==> config.mk <==
export PLATFORM = sky130hd
export DESIGN_NAME = sniff_fault_ctrl_flat
export DESIGN_NICKNAME = d
export VERILOG_FILES = /design/src/rtl/sniff_fault_ctrl_if.sv /design/src/rtl/sniff_fault_ctrl.sv /design/src/flat_wrapper.sv
export SDC_FILE = /design/constraint.sdc
export NUM_CORES = 1
export LEC_CHECK = 0
export ABC_AREA = 1
export BUFFER_PORTS_ARGS = -buffer_cell sky130_fd_sc_hd__clkbuf_2
export CAP_MARGIN = 20
export CORE_ASPECT_RATIO = 1.4
export CORE_UTILIZATION = 27
export DETAILED_ROUTE_END_ITERATION = 10
export GPL_ROUTABILITY_DRIVEN = 0
export GPL_TIMING_DRIVEN = 0
export PLACE_DENSITY_LB_ADDON = 0.3
export SKIP_LAST_GASP = 1
export SLEW_MARGIN = 20
export SYNTH_ARGS = -nofsm -noshare
export SYNTH_HDL_FRONTEND = slang
export SYNTH_SLANG_ARGS = --single-unit
==> constraint.sdc <==
create_clock -name clk_i -period 1.9 [get_ports clk_i]
set_input_delay 0.57 -clock clk_i [delete_from_list [all_inputs] [get_ports clk_i]]
set_output_delay 0.57 -clock clk_i [all_outputs]
set_load 0.03 [all_outputs]
==> src/rtl/sniff_fault_ctrl_if.sv <==
// Tap, register-port and fault-control signals shared between
// the sniffer fault controller and whoever drives it.
interface sniff_fault_ctrl_if;
   logic       cfg_we_i;
   logic [1:0] cfg_addr_i;
   logic [7:0] cfg_wdata_i;
   logic [7:0] cfg_rdata_o;
   logic       serial_in_i;
   logic       start_i;
   logic       enable_i;
   logic       flip_o;
   logic       match_o;
   logic       busy_o;

   modport slave (
      input  cfg_we_i,
      input  cfg_addr_i,
      input  cfg_wdata_i,
      output cfg_rdata_o,
      input  serial_in_i,
      input  start_i,
      input  enable_i,
      output flip_o,
      output match_o,
      output busy_o
   );

   modport master (
      output cfg_we_i,
      output cfg_addr_i,
      output cfg_wdata_i,
      input  cfg_rdata_o,
      output serial_in_i,
      output start_i,
      output enable_i,
      input  flip_o,
      input  match_o,
      input  busy_o
   );
endinterface

==> src/rtl/sniff_fault_ctrl.sv <==
// Sniffer fault controller: matches MSB-first nibbles on the tapped
// line against PATTERN and flips the following NUM_ERR enabled bits.
module sniff_fault_ctrl #(
   parameter int PAT_W = 4,
   parameter int ERR_W = 2,
   parameter int SAT_W = 8
) (
   input  logic              clk_i,
   input  logic              rst_i,
   sniff_fault_ctrl_if.slave bus
);

   typedef enum logic [1:0] {
      S_IDLE   = 2'd0,
      S_SHIFT  = 2'd1,
      S_INJECT = 2'd2,
      S_DONE   = 2'd3
   } state_t;

   state_t           r_state;
   logic             r_en;
   logic [PAT_W-1:0] r_pattern;
   logic [ERR_W-1:0] r_num_err;
   logic [ERR_W-1:0] r_burst;
   logic [3:0]       r_match_cnt;
   logic [SAT_W-1:0] r_flip_cnt;
   logic [PAT_W-2:0] r_sr;
   logic [1:0]       r_bit_cnt;
   logic             r_match;

   logic             w_wr_ctrl;
   logic             w_clr;
   logic             w_dis;
   logic [PAT_W-1:0] w_nibble;
   logic [7:0]       w_rdata;
   logic             w_unused;

   assign w_wr_ctrl = bus.cfg_we_i && (bus.cfg_addr_i == 2'd0);
   assign w_clr     = w_wr_ctrl && bus.cfg_wdata_i[1];
   assign w_dis     = w_wr_ctrl && !bus.cfg_wdata_i[0];
   assign w_nibble  = {r_sr, bus.serial_in_i};
   assign w_unused  = ^bus.cfg_wdata_i[7:PAT_W];

   always_ff @(posedge clk_i) begin
      if (rst_i) begin
         r_state     <= S_IDLE;
         r_en        <= 1'b1;
         r_pattern   <= PAT_W'(4'h7);
         r_num_err   <= ERR_W'(1);
         r_burst     <= '0;
         r_match_cnt <= '0;
         r_flip_cnt  <= '0;
         r_sr        <= '0;
         r_bit_cnt   <= '0;
         r_match     <= 1'b0;
      end else begin
         r_match <= 1'b0;

         if (bus.cfg_we_i) begin
            unique case (bus.cfg_addr_i)
               2'd0:    r_en      <= bus.cfg_wdata_i[0];
               2'd1:    r_pattern <= bus.cfg_wdata_i[PAT_W-1:0];
               2'd2:    r_num_err <= bus.cfg_wdata_i[ERR_W-1:0];
               default: ;
            endcase
         end

         // a disabling write beats a restart in the same cycle
         if (w_dis) begin
            r_state <= S_IDLE;
         end else if (bus.start_i && (r_en || r_state != S_IDLE)) begin
            r_state   <= S_SHIFT;
            r_sr      <= '0;
            r_bit_cnt <= '0;
         end else if (r_state != S_IDLE) begin
            if (!bus.enable_i) begin
               r_state <= S_IDLE;
            end else begin
               r_sr      <= w_nibble[PAT_W-2:0];
               r_bit_cnt <= r_bit_cnt + 2'd1;
               unique case (r_state)
                  S_SHIFT: begin
                     if (r_bit_cnt == 2'd3 && w_nibble == r_pattern) begin
                        r_match <= 1'b1;
                        if (r_match_cnt != 4'hF)
                           r_match_cnt <= r_match_cnt + 4'd1;
                        if (r_num_err != '0) begin
                           r_state <= S_INJECT;
                           r_burst <= r_num_err;
                        end
                     end
                  end
                  S_INJECT: begin
                     r_burst <= r_burst - ERR_W'(1);
                     if (!(&r_flip_cnt))
                        r_flip_cnt <= r_flip_cnt + SAT_W'(1);
                     if (r_burst == ERR_W'(1))
                        r_state <= S_DONE;
                  end
                  default: ;
               endcase
            end
         end

         if (w_clr) begin
            r_match_cnt <= '0;
            r_flip_cnt  <= '0;
         end
      end
   end

   always_comb begin
      w_rdata = '0;
      unique case (bus.cfg_addr_i)
         2'd0:    w_rdata = {7'd0, r_en};
         2'd1:    w_rdata = 8'(r_pattern);
         2'd2:    w_rdata = 8'(r_num_err);
         default: w_rdata = {r_match_cnt, 2'b00, r_state};
      endcase
   end

   assign bus.cfg_rdata_o = w_rdata;
   assign bus.flip_o      = (r_state == S_INJECT) && bus.enable_i && r_en;
   assign bus.match_o     = r_match;
   assign bus.busy_o      = (r_state != S_IDLE);

endmodule

==> src/flat_wrapper.sv <==
// flat-port wrapper written by rule: the top's interface ports become plain ports
module sniff_fault_ctrl_flat 
#(
   parameter int PAT_W = 4,
   parameter int ERR_W = 2,
   parameter int SAT_W = 8
)
  (clk_i, rst_i, bus_cfg_we_i, bus_cfg_addr_i, bus_cfg_wdata_i, bus_cfg_rdata_o, bus_serial_in_i, bus_start_i, bus_enable_i, bus_flip_o, bus_match_o, bus_busy_o);
  sniff_fault_ctrl_if bus_i ();
  input  logic clk_i;
  input  logic rst_i;
  input wire logic [$bits(bus_i.cfg_we_i)-1:0] bus_cfg_we_i;
  input wire logic [$bits(bus_i.cfg_addr_i)-1:0] bus_cfg_addr_i;
  input wire logic [$bits(bus_i.cfg_wdata_i)-1:0] bus_cfg_wdata_i;
  output wire logic [$bits(bus_i.cfg_rdata_o)-1:0] bus_cfg_rdata_o;
  input wire logic [$bits(bus_i.serial_in_i)-1:0] bus_serial_in_i;
  input wire logic [$bits(bus_i.start_i)-1:0] bus_start_i;
  input wire logic [$bits(bus_i.enable_i)-1:0] bus_enable_i;
  output wire logic [$bits(bus_i.flip_o)-1:0] bus_flip_o;
  output wire logic [$bits(bus_i.match_o)-1:0] bus_match_o;
  output wire logic [$bits(bus_i.busy_o)-1:0] bus_busy_o;
  assign bus_i.cfg_we_i = bus_cfg_we_i;
  assign bus_i.cfg_addr_i = bus_cfg_addr_i;
  assign bus_i.cfg_wdata_i = bus_cfg_wdata_i;
  assign bus_cfg_rdata_o = bus_i.cfg_rdata_o;
  assign bus_i.serial_in_i = bus_serial_in_i;
  assign bus_i.start_i = bus_start_i;
  assign bus_i.enable_i = bus_enable_i;
  assign bus_flip_o = bus_i.flip_o;
  assign bus_match_o = bus_i.match_o;
  assign bus_busy_o = bus_i.busy_o;
  sniff_fault_ctrl #(.PAT_W(PAT_W), .ERR_W(ERR_W), .SAT_W(SAT_W)) u_core (.clk_i(clk_i), .rst_i(rst_i), .bus(bus_i));
endmodule
# == After elaboration in Yosys (flattened, before gate mapping) ==
# Index checks and enable logic that the tools add are counted.
# totals
ff_bits,21
latch_bits,0
ramBits,0
rom_bits,0
output_inout_bits,11
memories,0
# op_classes
addsub,3
multipliers,0
n_div,0
order_cmp,0
eq_ne,18
shifts,0
n_mux,18
n_bitwise,5
n_reduce_logical,27
# ops
op,n
case mux 8 bit (3 select lines),1
2-to-1 mux 2 bit,9
AND reduction 7 bit,2
"inequality test 4 x 2 -> 1 bit, second input constant",3
AND reduction 5 bit,2
nonzero test 2 bit,5
2-to-1 mux 3 bit,3
"inequality test 3 x 2 -> 1 bit, second input constant",3
case mux 2 bit (2 select lines),2
logical AND 1 bit,7
"equality test 2 x 1 -> 1 bit, second input constant",3
"equality test 2 bit, second input constant",3
AND reduction 2 bit,3
OR reduction 6 bit,1
NOT 1 bit,5
"adder 4 x 1 -> 4 bit, second input constant",1
equality test 4 bit,1
"inequality test 2 x 1 -> 1 bit, second input constant",2
"inequality test 4 x 1 -> 1 bit, second input constant",1
"inequality test 4 bit, second input constant",1
OR reduction 2 bit,2
2-to-1 mux 1 bit,3
"inequality test 3 x 1 -> 1 bit, second input constant",1
AND reduction 3 bit,1
6 further kinds,6

# == Logic depth before layout (Yosys ltp) ==
# logic_depth
depth_word,7
mapped_depth,10
ltp_nobuf,10

# == Least setup slack after synthesis ==
# Ideal clock, no wire load.
# synth_timing
path_type,input to output
from,in bus_cfg_addr_i[0]
to,out bus_cfg_rdata_o[0]
arrival_time_ns,1.371
setup_slack_ns,-0.041
stages,2
n_path_buf,0
cell_sequence,nand2_1 -> o21ai_0
# synth_between
elab_chain_len,2
# synth_lines
element,line_no,rtl
from (decl),flat_wrapper.sv:13,input wire logic [$bits(bus_i.cfg_addr_i)-1:0] bus_cfg_addr_i;
"equality test 2 bit, or another cell as far along",sniff_fault_ctrl.sv:114,unique case (bus.cfg_addr_i)
case mux 8 bit (3 select lines) (*),sniff_fault_ctrl.sv:114,
to (decl),flat_wrapper.sv:15,output wire logic [$bits(bus_i.cfg_rdata_o)-1:0] bus_cfg_rdata_o;
# Mark *: on every way between the ends. The rest lies on a longest branch, timed or not.

# == Worst setup path after layout ==
# layout_timing
from,in bus_cfg_addr_i[1]
to,out bus_cfg_rdata_o[0]
# The elaborated chain is that of the path after synthesis.

==> flow_summary.yaml <==
sta:
  fin_skew_ps: 5.08
  achievable-frequency_mhz: 535
  tightest_slew_ps: 401
  rsz0062_at_grt: "true"
  hold_violations: 0
  post-route-min-period_ps: 1870
  slew_headroom_pct: 73.3
  fin_crit_sh_pct: 98.3
  setup_viol: 0
  maxSlewViolCount: 0
yosys:
  ys.flop_type: "dfxtp_1"
  synthArstFlopShare_pct: 0
  ys_ff_latch: 21
  netlist_area_um2: 1200
  yosys-top-cells-area: "dfxtp_1 35%, nand2_1 16%, inv_1 9.4%"
  yosysWarnings: 0
  yosys-top-cells-count: "51 x nand2_1, 30 x inv_1, 21 x dfxtp_1, 19 x nor2_1, 16 x a21oi_1"
  synthDistinctLibCells: 23
  avgSynthCellArea_um2: 6.61
  synth_edf_count: 0
  ys_seq_area_share_pct: 34.9
  synth.top_cell.area_share_pct: 34.9
  synth_most_common_cell: "nand2_1"
  synth_top_area_cell: "dfxtp_1"
  syn_nets: 204
  synthCells: 182
clocking:
  cts_tree: "built"
  cts.sink_count: 21
  worst_skew_pair.late_latency_ps: 260
  clkTransAtPathRegs_ps: 70
  cts_inserted_buffers: 3
  cts_root_buf: "clkbuf_8"
  htreeDepth: 1
  postCtsHoldBufs: 0
  clock_path_buffers: 2
detailed_routing:
  ant_nets: 0
  routed_via_density: 4.43
  vias: 1188
  first_pass_iters: 4
  routedWlPerCell_um: 10.2
  drtIter0Drc: 39
  drcViolationCount: 0
  wl_mm: 2.72
die:
  rows: 28
  die-area_um2: 4730
  io-pin-count: 27
  core_um2: 4240
  die_h_um: 81
  initial_core_util_pct: 28.4
  die-width_um: 58.4
run:
  max-cap-violations: 0
setup_path:
  rrSetupSlack_ps: 180
  critical_path.max_fanout: 5
  r2r_end: "u_core.r_match_cnt[2]$_SDFFE_PP0P_"
  r2r-start: "u_core.r_state[1]$_SDFFE_PP0P_"
  setup.worst_path.start: "bus_cfg_addr_i[1]"
  critPathKind: "input port to primary output"
  worstPathRequired_ps: 1330
  worst-r2r-cell-count: 9
  worst_setup_path_end_kind: "primary output"
  arrival_ps: 1300
  critPathLaunchType: "input port"
  crit_end: "bus_cfg_rdata_o[0]"
finish:
  fin_nets: 231
  fin_area_um2: 1480
  num_antenna_cells: 0
  drive_gt1_share_pct: 18.3
  synthToLayoutAreaGrowth_pct: 22.7
power:
  p_leak_nw: 0.678
  irDropWorstVdd_mv: 0.325
  p_total_mw: 0.923
  p_per_area_nw_per_um2: 625
placement:
  port_buffers: 21
  place_area_um2: 1380
  dp_hpwl_mm: 2.11
global_route:
  antenna_found_initial: 0
  overflow: 0
  grt_max_degree: 12
  grt_pass1_vias: 1036
  grt_usage_pct: 12.4
  grt_pass1_wl_mm: 4.53
worst_hold_path:
  hp-class: "flop to flop"
run_status:
  status: "complete, no violations"
-- flip-flops by register name, summed over array words and instances, names as in the netlist --
| register | flops |
|---|---|
| u_core.bus.match_o | 1 |
| u_core.r_pattern | 4 |
| u_core.r_sr | 3 |
| u_core.r_match_cnt | 4 |
| u_core.r_en | 1 |
| u_core.r_num_err | 2 |
| u_core.r_burst | 2 |
| u_core.r_state | 2 |
| u_core.r_bit_cnt | 2 |
-- how the worst min path moves through the flow --
stage | cells past startpoint | start | slack, ps | endpoint
3_3_place_gp | 2 | u_core.r_burst[1]$_SDFFE_PP0P_ | 450 | u_core.r_burst[1]$_SDFFE_PP0P_
2_1_floorplan | 2 | u_core.r_burst[1]$_SDFFE_PP0P_ | 440 | u_core.r_burst[1]$_SDFFE_PP0P_
3_5_place_dp | 2 | u_core.r_burst[1]$_SDFFE_PP0P_ | 460 | u_core.r_burst[1]$_SDFFE_PP0P_
4_1_cts | 2 | u_core.r_burst[1]$_SDFFE_PP0P_ | 470 | u_core.r_burst[1]$_SDFFE_PP0P_
5_1_grt | 2 | u_core.r_sr[2]$_SDFFE_PP0P_ | 490 | u_core.r_sr[2]$_SDFFE_PP0P_
6_report | 2 | u_core.r_burst[1]$_SDFFE_PP0P_ | 470 | u_core.r_burst[1]$_SDFFE_PP0P_
-- placed cells by master, fill, tap and decap left out, drive strengths merged, types with 2 or more instances in the layout --
master | Yosys | routed
xor2 | 2 | 2
o21ai | 11 | 11
buf | 0 | 7
nand2 | 52 | 52
dfxtp | 21 | 21
nor3 | 4 | 4
ha | 6 | 6
inv | 31 | 31
clkbuf | 1 | 20
o211ai | 4 | 4
nand3 | 10 | 10
a21oi | 16 | 16
nor2 | 20 | 20
-- metrics by stage --
step                      std cells  setup WS [ps]  setup TNS, ps  util, %  hold WS [ps]
final                           268           32.3              0     34.8           466
after detailed placement        263           -118           -151     32.6           460
after CTS                       268          -30.1          -58.4     34.3           472
after global placement          263           -121           -169     32.6           454
after floorplan                 182           96.8              0        -           439
after global routing            268          -8.21          -8.21     34.8           486
-- kinds of logic (layout without fill, tap and decap cells) --
| logic type | Yosys count | after routing | share of synthesized area, % |
|---|---|---|---|
| adder cells (fa/ha/maj) | 6 | 6 | 6.24 |
| buffers and inverters | 33 | 59 | 10.3 |
| XOR/XNOR | 3 | 3 | 2.18 |
| flip-flops | 21 | 21 | 34.9 |
| AO/OA/AOI/OAI | 32 | 32 | 15.4 |
| AND/OR/NAND/NOR | 87 | 87 | 31.0 |
-- per-layer routing --
layer  up-vias  routed length, µm  global-route usage [%]
met5         -                  0                       0
met4         0                 57                    6.43
met3         5                106                    1.27
met2        26               1310                    20.9
met1       527               1250                    15.4
li1        630                  -                       -
-- layout make-up --
cell class / instances / area, µm²
fillers: 482 / 2760
multi-input cells: 128 / 674
flip-flops and latches: 21 / 420
repair buffers: 22 / 135
inverters: 32 / 123
well taps: 60 / 75.1
clock buffers: 4 / 45.0
plain buffers: 1 / 3.75
-- worst max-delay path, stage by stage --
cell and delay (ps):
buf_4 140, nor2_4 120, nand2_1 60, o21ai_1 70, a21oi_1 60, o21ai_1 100, buf_4 180
-- power by group --
group	switching (mW)	internal (mW)	total [mW]	leakage (nW)
sequential	0.0103	0.453	0.464	0.171
clock	0.141	0.149	0.290	0.0228
combinational	0.111	0.0589	0.170	0.484
-- timing repair --
item / 4_1_cts / 5_1_grt
pin swaps: 1 / 1
endpoints found under the hold margin: 0 / 0
buffers inserted: 1 / 0
setup endpoints to repair: 3 / 7
resized for setup: 6 / 17
(Power assumes the default switching activity.)
